[config.mk]
export PLATFORM = sky130hd
export DESIGN_NAME = shift_add_mult
export DESIGN_NICKNAME = d
export VERILOG_FILES = /design/src/rtl/shift_add_mult.sv
export SDC_FILE = /design/constraint.sdc
export NUM_CORES = 1
export LEC_CHECK = 0
export CORE_MARGIN = 10
export CORE_UTILIZATION = 30
export CTS_BUF_LIST = sky130_fd_sc_hd__clkbuf_4 sky130_fd_sc_hd__clkbuf_8 sky130_fd_sc_hd__clkbuf_16
export DETAILED_ROUTE_END_ITERATION = 10
export PLACE_DENSITY = 0.59
export SLEW_MARGIN = 15
export SYNTH_ARGS = -nofsm -noshare
export SYNTH_HDL_FRONTEND = slang
export SYNTH_SLANG_ARGS = --single-unit
[constraint.sdc]
create_clock -name clk -period 4.3 [get_ports clk]
set_clock_uncertainty 0.1 [all_clocks]
set_input_delay 0.86 -clock clk [delete_from_list [all_inputs] [get_ports clk]]
set_output_delay 0.86 -clock clk [all_outputs]
set_load 0.005 [all_outputs]
[src/rtl/shift_add_mult.sv]
// rtl/shift_add_mult.sv - sequential unsigned shift-and-add multiplier with ripple-carry adder
//
// shift_add_mult: unsigned WIDTH x WIDTH multiplier producing a 2*WIDTH product,
// one add/shift step per clock, valid/ready handshake on both sides.
//   clk, rst_n          : clock, asynchronous active-low reset
//   in_valid/in_ready   : operand handshake (a_in multiplicand, b_in multiplier)
//   out_valid/out_ready : product handshake (product held until accepted)
//   busy                : high while the multiply steps are running
// Optional: define SHIFT_ADD_MULT_EARLY_EXIT_EN to finish as soon as the
// remaining multiplier bits are all zero.
//
// adder: WIDTH-bit ripple-carry adder, s = a + b with carry-out c.

module adder #(
  parameter int WIDTH = 4
) (
  input  logic [WIDTH-1:0] a,
  input  logic [WIDTH-1:0] b,
  output logic [WIDTH-1:0] s,
  output logic             c
);

  always_comb begin
    logic cr;
    cr = 1'b0;
    s  = '0;
    for (int i = 0; i < WIDTH; i++) begin
      s[i] = a[i] ^ b[i] ^ cr;
      cr   = (a[i] & b[i]) | (cr & (a[i] ^ b[i]));
    end
    c = cr;
  end

endmodule

module shift_add_mult #(
  parameter int WIDTH = 4
) (
  input  logic                 clk,
  input  logic                 rst_n,
  input  logic                 in_valid,
  output logic                 in_ready,
  input  logic [WIDTH-1:0]     a_in,
  input  logic [WIDTH-1:0]     b_in,
  output logic                 out_valid,
  input  logic                 out_ready,
  output logic [2*WIDTH-1:0]   product,
  output logic                 busy
);

  localparam int CW = $clog2(WIDTH + 1);

  typedef enum logic [1:0] {
    S_IDLE,
    S_RUN,
    S_DONE
  } state_t;

  state_t             state;
  logic [WIDTH-1:0]   mcand;
  logic [2*WIDTH-1:0] p_reg;
  logic [CW-1:0]      count;

  logic [WIDTH-1:0]   sum;
  logic               carry;
  logic [2*WIDTH-1:0] p_step;

  // Upper half of P accumulates; the multiplier bits drain out of the lower half.
  adder #(.WIDTH(WIDTH)) u_adder (
    .a (p_reg[2*WIDTH-1:WIDTH]),
    .b (mcand),
    .s (sum),
    .c (carry)
  );

  // Carry lands in the MSB so nothing is lost when the sum shifts right.
  always_comb begin
    p_step = {1'b0, p_reg[2*WIDTH-1:1]};
    if (p_reg[0]) begin
      p_step = {carry, sum, p_reg[WIDTH-1:1]};
    end
  end

`ifdef SHIFT_ADD_MULT_EARLY_EXIT_EN
  logic [2*WIDTH-1:0] low_mask;
  logic               early_hit;
  logic [2*WIDTH-1:0] p_early;

  // Low 'count' bits of P are the multiplier bits still to be consumed.
  always_comb begin
    low_mask  = ~({(2*WIDTH){1'b1}} << count);
    early_hit = ((p_reg & low_mask) == '0);
    p_early   = p_reg >> count;
  end
`endif

  always_ff @(posedge clk or negedge rst_n) begin
    if (!rst_n) begin
      state     <= S_IDLE;
      mcand     <= '0;
      p_reg     <= '0;
      count     <= '0;
      in_ready  <= 1'b1;
      out_valid <= 1'b0;
      busy      <= 1'b0;
      product   <= '0;
    end else begin
      case (state)
        S_IDLE: begin
          if (in_valid && in_ready) begin
            mcand    <= a_in;
            p_reg    <= {{WIDTH{1'b0}}, b_in};
            count    <= CW'(WIDTH);
            state    <= S_RUN;
            in_ready <= 1'b0;
            busy     <= 1'b1;
          end
        end

        S_RUN: begin
`ifdef SHIFT_ADD_MULT_EARLY_EXIT_EN
          if (early_hit) begin
            p_reg     <= p_early;
            count     <= '0;
            product   <= p_early;
            state     <= S_DONE;
            busy      <= 1'b0;
            out_valid <= 1'b1;
          end else
`endif
          begin
            p_reg <= p_step;
            count <= count - CW'(1);
            if (count == CW'(1)) begin
              product   <= p_step;
              state     <= S_DONE;
              busy      <= 1'b0;
              out_valid <= 1'b1;
            end
          end
        end

        S_DONE: begin
          // in_ready only rises once IDLE is reached, so no same-cycle re-accept.
          if (out_ready) begin
            state     <= S_IDLE;
            out_valid <= 1'b0;
            in_ready  <= 1'b1;
          end
        end

        default: begin
          state     <= S_IDLE;
          in_ready  <= 1'b1;
          out_valid <= 1'b0;
          busy      <= 1'b0;
        end
      endcase
    end
  end

endmodule

---- Word level (Yosys, flattened, before mapping) ----
Cells that the tools add are included.
storage, ports and cells
  output and inout bits ................... 11
  bits of input ports ..................... 12
  logic and storage cells ................. 63
  flip-flop bits (word level) ............. 28
operators by class
  add/subtract/negate cells ............... 1
  bitwise operators ....................... 20
  equality and inequality tests ........... 6
  muxes and demuxes ....................... 18
  reductions and logical operators ........ 10
operators with widths
  cell                 count
  $mux 8               2
  $pmux 8 s2           1
  $reduce_and 3->1     4
  $pmux 1 s3           3
  $and 1x1->1          7
  $xor 1x1->1          7
  $mux 1               6
  $mux 2               3
  $ne 2x2->1 const B   3
  $pmux 2 s3           1
  $pmux 3 s2           1
  $reduce_and 2->1     3
  $eq 3x1->1 const B   1
  $mux 3               1
  $not 1->1            3
  $or 1x1->1           3
  $sub 3x1->3 const B  1
  $eq 2x1->1 const B   1
  $eq 2x2->1 const B   1
  $logic_not 2->1      1
  $reduce_bool 2->1    1
  $logic_and 1x1->1    1

---- Longest topological paths before layout ----
  depth after elaboration ................. 9
  mapped depth ............................ 8
  mapped depth without buffers ............ 8

---- Cells and area by module ----
A second synthesis with hierarchy kept.
second synthesis, totals
  cells, all modules ...................... 121
  area total of the unflattened synthesis .. 1,345.0 sq um
modules (own cells, without submodules)
  module          cells each  area each (sq um)  times used  seq. area each (sq um)
  shift_add_mult  107         1,234.9            1           701.9
  adder           14          110.1              1           0.0

---- Worst setup path before layout ----
No wires, ideal clock.
  path kind ............................... reg-to-reg
  start ................................... reg p_reg[4]
  end ..................................... reg p_reg[6]
  data required time ...................... 4,068 ps
  period minus slack after synthesis ...... 2,167 ps
  arrival time ............................ 1,935 ps
  setup slack ............................. 2,133 ps
  stages on the path, launching flop included .. 9
  buffers on the path ..................... 0
  library setup time ...................... 132 ps
  cell sequence ........................... dfrtp_1 ha_1 inv_1 fa_1 fa_1 inv_1 fa_1 mux2i_1 o21ai_0
between the ends
  cells in the longest elaborated chain, start to end .. 8
ends and longest elaborated chain
  element                    line  RTL
  from (decl)                61    logic [2*WIDTH-1:0] p_reg;
  from (signal assigned)     112   p_reg <= {{WIDTH{1'b0}}, b_in};
  from (signal assigned)     132   p_reg <= p_step;
  $and 1x1->1 (2 in series)  29    cr = (a[i] & b[i]) | (cr & (a[i] ^ b[i]));
  $or 1x1->1                 29
  $and 1x1->1                29
  $or 1x1->1                 29
  $xor 1x1->1                28    s[i] = a[i] ^ b[i] ^ cr;
  $mux 8                     79    if (p_reg[0]) begin
  $pmux 8 s2                 108   case (state)
Every way passes these cells.
A chain may end at the register's enable or synchronous reset.

---- Worst setup path in the final report ----
  start ................................... reg mcand[0]
  end ..................................... reg p_reg[6]
between the ends
  cells in the longest elaborated chain, start to end .. 8
ends and longest elaborated chain
  element                    line  RTL
  from (decl)                60    logic [WIDTH-1:0] mcand;
  from (signal assigned)     111   mcand <= a_in;
  $and 1x1->1 (2 in series)  29
  $or 1x1->1                 29
  $and 1x1->1                29
  $or 1x1->1                 29
  $xor 1x1->1                28
  $mux 8                     79
  $pmux 8 s2                 108
Every way passes these cells.

==> flow_summary_export.csv <==
group,metric,value,unit
outcome,outcome,"finished, final reports clean",
setup_path,cp_common_cell,"fa_1",
final_layout,diodes,0,
synthesis,ys_ff_latch,28,
timing,relSlewSlack,55.6,%
floorplanning,core-area,0.00409,mm2
clock_network,cts_tree,"done",
synthesis,synth-main-ff-cell,"dfrtp_1",
synthesis,netlist_top_cells_area,"dfrtp_1 (52%), nand2_1 (10%), o21ai_0 (6.6%)",
floorplanning,pin_count,23,
grt,overflow,0,
synthesis,synth.largest_area_cell,"dfrtp_1",
pwr,p_clk_share,15.9,%
setup_path,cpMaxStageDelayCell,"fa_1",
clock_network,clk_pin_slew,100,ps
placed_design,port_buffers,22,
clock_network,clk_latency,280,ps
drt,vias_per_cell,4.57,
synthesis,synthDistinctLibCells,27,
synthesis,synth_edf_count,0,
placed_design,place_area,0.00155,mm2
setup_path,path_class,"reg2reg",
synthesis,netlist_instances,133,
placed_design,gp_congestion,0.691,
floorplanning,die-height,85.7,um
floorplanning,die_w,85.7,um
grt,track_usage,7.56,%
final_layout,syn_to_final_growth,24.0,%
run,cap_violations,0,
floorplanning,die_area,0.00734,mm2
synthesis,yosysMostFrequentCell,"nand2_1",
synthesis,netlist_top_cells_count,"nand2_1 (35), dfrtp_1 (27), o21ai_0 (17), inv_1 (8), nand3_1 (7)",
drt,firstDrtPassIters,4,
grt,grt_pass1_vias,919,
synthesis,synth.avg_cell_area,9.73,um2
pwr,switchingPower,0.371,mW
timing,rsz0062_at_grt,"false",
clock_network,htreeDepth,1,
timing,hold_viol,0,
pwr,p_comb_share,38.9,%
grt,grt_max_degree,29,
final_layout,seq_area,702,um2
timing,clock.fmax,424,MHz
clock_network,cts_made_buffers,3,
drt,ant_nets,0,
clock_network,cts_buffer_depth,2,
clock_network,clockRootBuffer,"clkbuf_8",
final_layout,post-route-util,39.3,%
setup_path,cp_num_buf_inv,2,
clock_network,post_cts_resized,0,
floorplanning,start_util,31.7,%
pwr,leakagePower,0.731,nW
synthesis,synth_warnings,0,
synthesis,syn-cell-area,0.00129,mm2
setup_path,crit_required,4330,ps
final_layout,drive_above_1_share,4.58,%
clock_network,post_cts_buffers,0,
floorplanning,num_rows,23,
final_layout,multi_input_area,527,um2
timing,setup-violations-final,0,
timing,period_minus_slack,2360,ps
timing,fin_setup_tns,0,ps
grt,grt_pass1_wl,4510,um
timing,tightest_slew,665,ps
synthesis,ys_seq_area_share,54.3,%
synthesis,synth_top_area_share,52.2,%
clock_network,clkSinkCount,28,
setup_path,cp_max_fo,2,
clock_network,hold_buffers,0,
pwr,vdd.ir_drop.worst,0.234,mV
synthesis,async_reset_ff_share,100,%
setup_path,start_kind,"flip-flop",
drt,vias,927,
drt,drc,0,
final_layout,final_cell_area,0.00160,mm2
drt,first_iter_violations,51,
setup_path,cpPeakStageDelay,400,ps
setup_path,end_kind,"flip-flop",
final_layout,fin_nets,172,
placed_design,hpwl,1970,um
drt,routedWlPerCell,13.1,um
setup_path,ff2ff_setup_slack,1940,ps
hold_path,hp-class,"reg2reg",
setup_path,critPathTopFamily,"adder cells",
pwr,p_int,0.667,mW
pwr,p_sw_share,35.7,%
timing,maxSlewViolCount,0,
setup_path,cp_data_arrival_time,2390,ps
pwr,power_density,647,mW/mm2
setup_path,path_cells,"ha_1 -> inv_1 -> fa_1 -> fa_1 -> inv_1 -> fa_1 -> mux2i_1 -> o21ai_0",
grt,antenna_found_initial,0,
synthesis,synth_nets,151,
final_layout,fillCellCount,423,
drt,routed_wl,2660,um
timing,period_share,54.9,%
pwr,p_seq_share,45.2,%
## worst register-to-register path: stages (launching register included)
cell	delay [ps]
dfrtp_1	380
ha_1	150
inv_1	40
fa_1	370
fa_1	360
inv_1	70
fa_1	400
mux2i_1	220
o21ai_0	140
## layer usage
layer | wire length [um] | global-route usage (%) | vias up
met5 | 0 | 0 | -
met4 | 53 | 4.04 | 0
met3 | 128 | 2.27 | 4
met2 | 1240 | 11.6 | 11
met1 | 1230 | 9.21 | 435
li1 | - | - | 477
## final timing paths
path                                        start                endpoint  cells past startpoint
setup / recovery             mcand[0]$_DFFE_PN0P_    p_reg[6]$_DFFE_PN0P_                      8
setup reg to reg             mcand[0]$_DFFE_PN0P_    p_reg[6]$_DFFE_PN0P_                      8
max in group asynchronous                   rst_n    in_ready$_DFFE_PN1P_                      2
min in group asynchronous                   rst_n   out_valid$_DFFE_PN0P_                      2
hold / removal             product[2]$_DFFE_PN0P_  product[2]$_DFFE_PN0P_                      2
hold reg to reg            product[2]$_DFFE_PN0P_  product[2]$_DFFE_PN0P_                      2
## per-stage QoR
| step | cells | setup WS [ps] | hold WS, ps | total power, mW |
|---|---|---|---|---|
| after global placement | 199 | 1890 | 362 | 0.868 |
| final | 203 | 1940 | 384 | 1.04 |
| after CTS | 203 | 1910 | 392 | 1.06 |
| after floorplan | 133 | 2130 | 352 | 0.720 |
| after detailed placement | 199 | 1830 | 367 | 0.890 |
| after global routing | 203 | 1810 | 423 | 1.14 |
## area by class of cell
cell class	instances	area share, %
clock buffer	4	3.43
tap	50	3.90
inverter	8	1.87
timing repair buffer	23	14.2
multi-input combinational	90	32.8
sequential	28	43.8
## kinds of logic (layout without fill, tap and decap cells)
kind of cell | after synthesis | in the layout | synth area share (%)
multiplexers | 2 | 2 | 1.55
flip-flops | 28 | 28 | 54.3
adder cells (fa/ha/maj) | 6 | 6 | 7.54
AND/OR/NAND/NOR | 56 | 56 | 20.4
buffers and inverters | 15 | 35 | 5.03
AO/OA/AOI/OAI | 25 | 25 | 10.5
XOR/XNOR | 1 | 1 | 0.677
## power by group through the flow
stage / clock [mW] / combinational (mW) / sequential (mW)
after global routing: 0.184 / 0.469 / 0.491
after global placement: 0 / 0.398 / 0.470
final: 0.165 / 0.404 / 0.470
after CTS: 0.173 / 0.416 / 0.471
after floorplan: 0 / 0.273 / 0.447
after detailed placement: 0 / 0.413 / 0.477
## layout by cell type, fill, tap and decap left out, drive strengths merged
| master | instances |
|---|---|
| clkdlybuf4s50 | 22 |
| nor3 | 1 |
| clkbuf | 4 |
| inv | 8 |
| nand2 | 35 |
| a31oi | 3 |
| buf | 1 |
| ha | 3 |
| xor2 | 1 |
| a21oi | 1 |
| nand2b | 2 |
| and4bb | 2 |
| mux2i | 2 |
| dfstp | 1 |
| nor2 | 5 |
| nand3 | 7 |
| o21a | 2 |
| o211ai | 1 |
| nand4bb | 2 |
| nand3b | 1 |
| nor2b | 1 |
| fa | 3 |
| dfrtp | 27 |
| o21ai | 18 |
No activity file was read; power rests on OpenSTA's default activity.
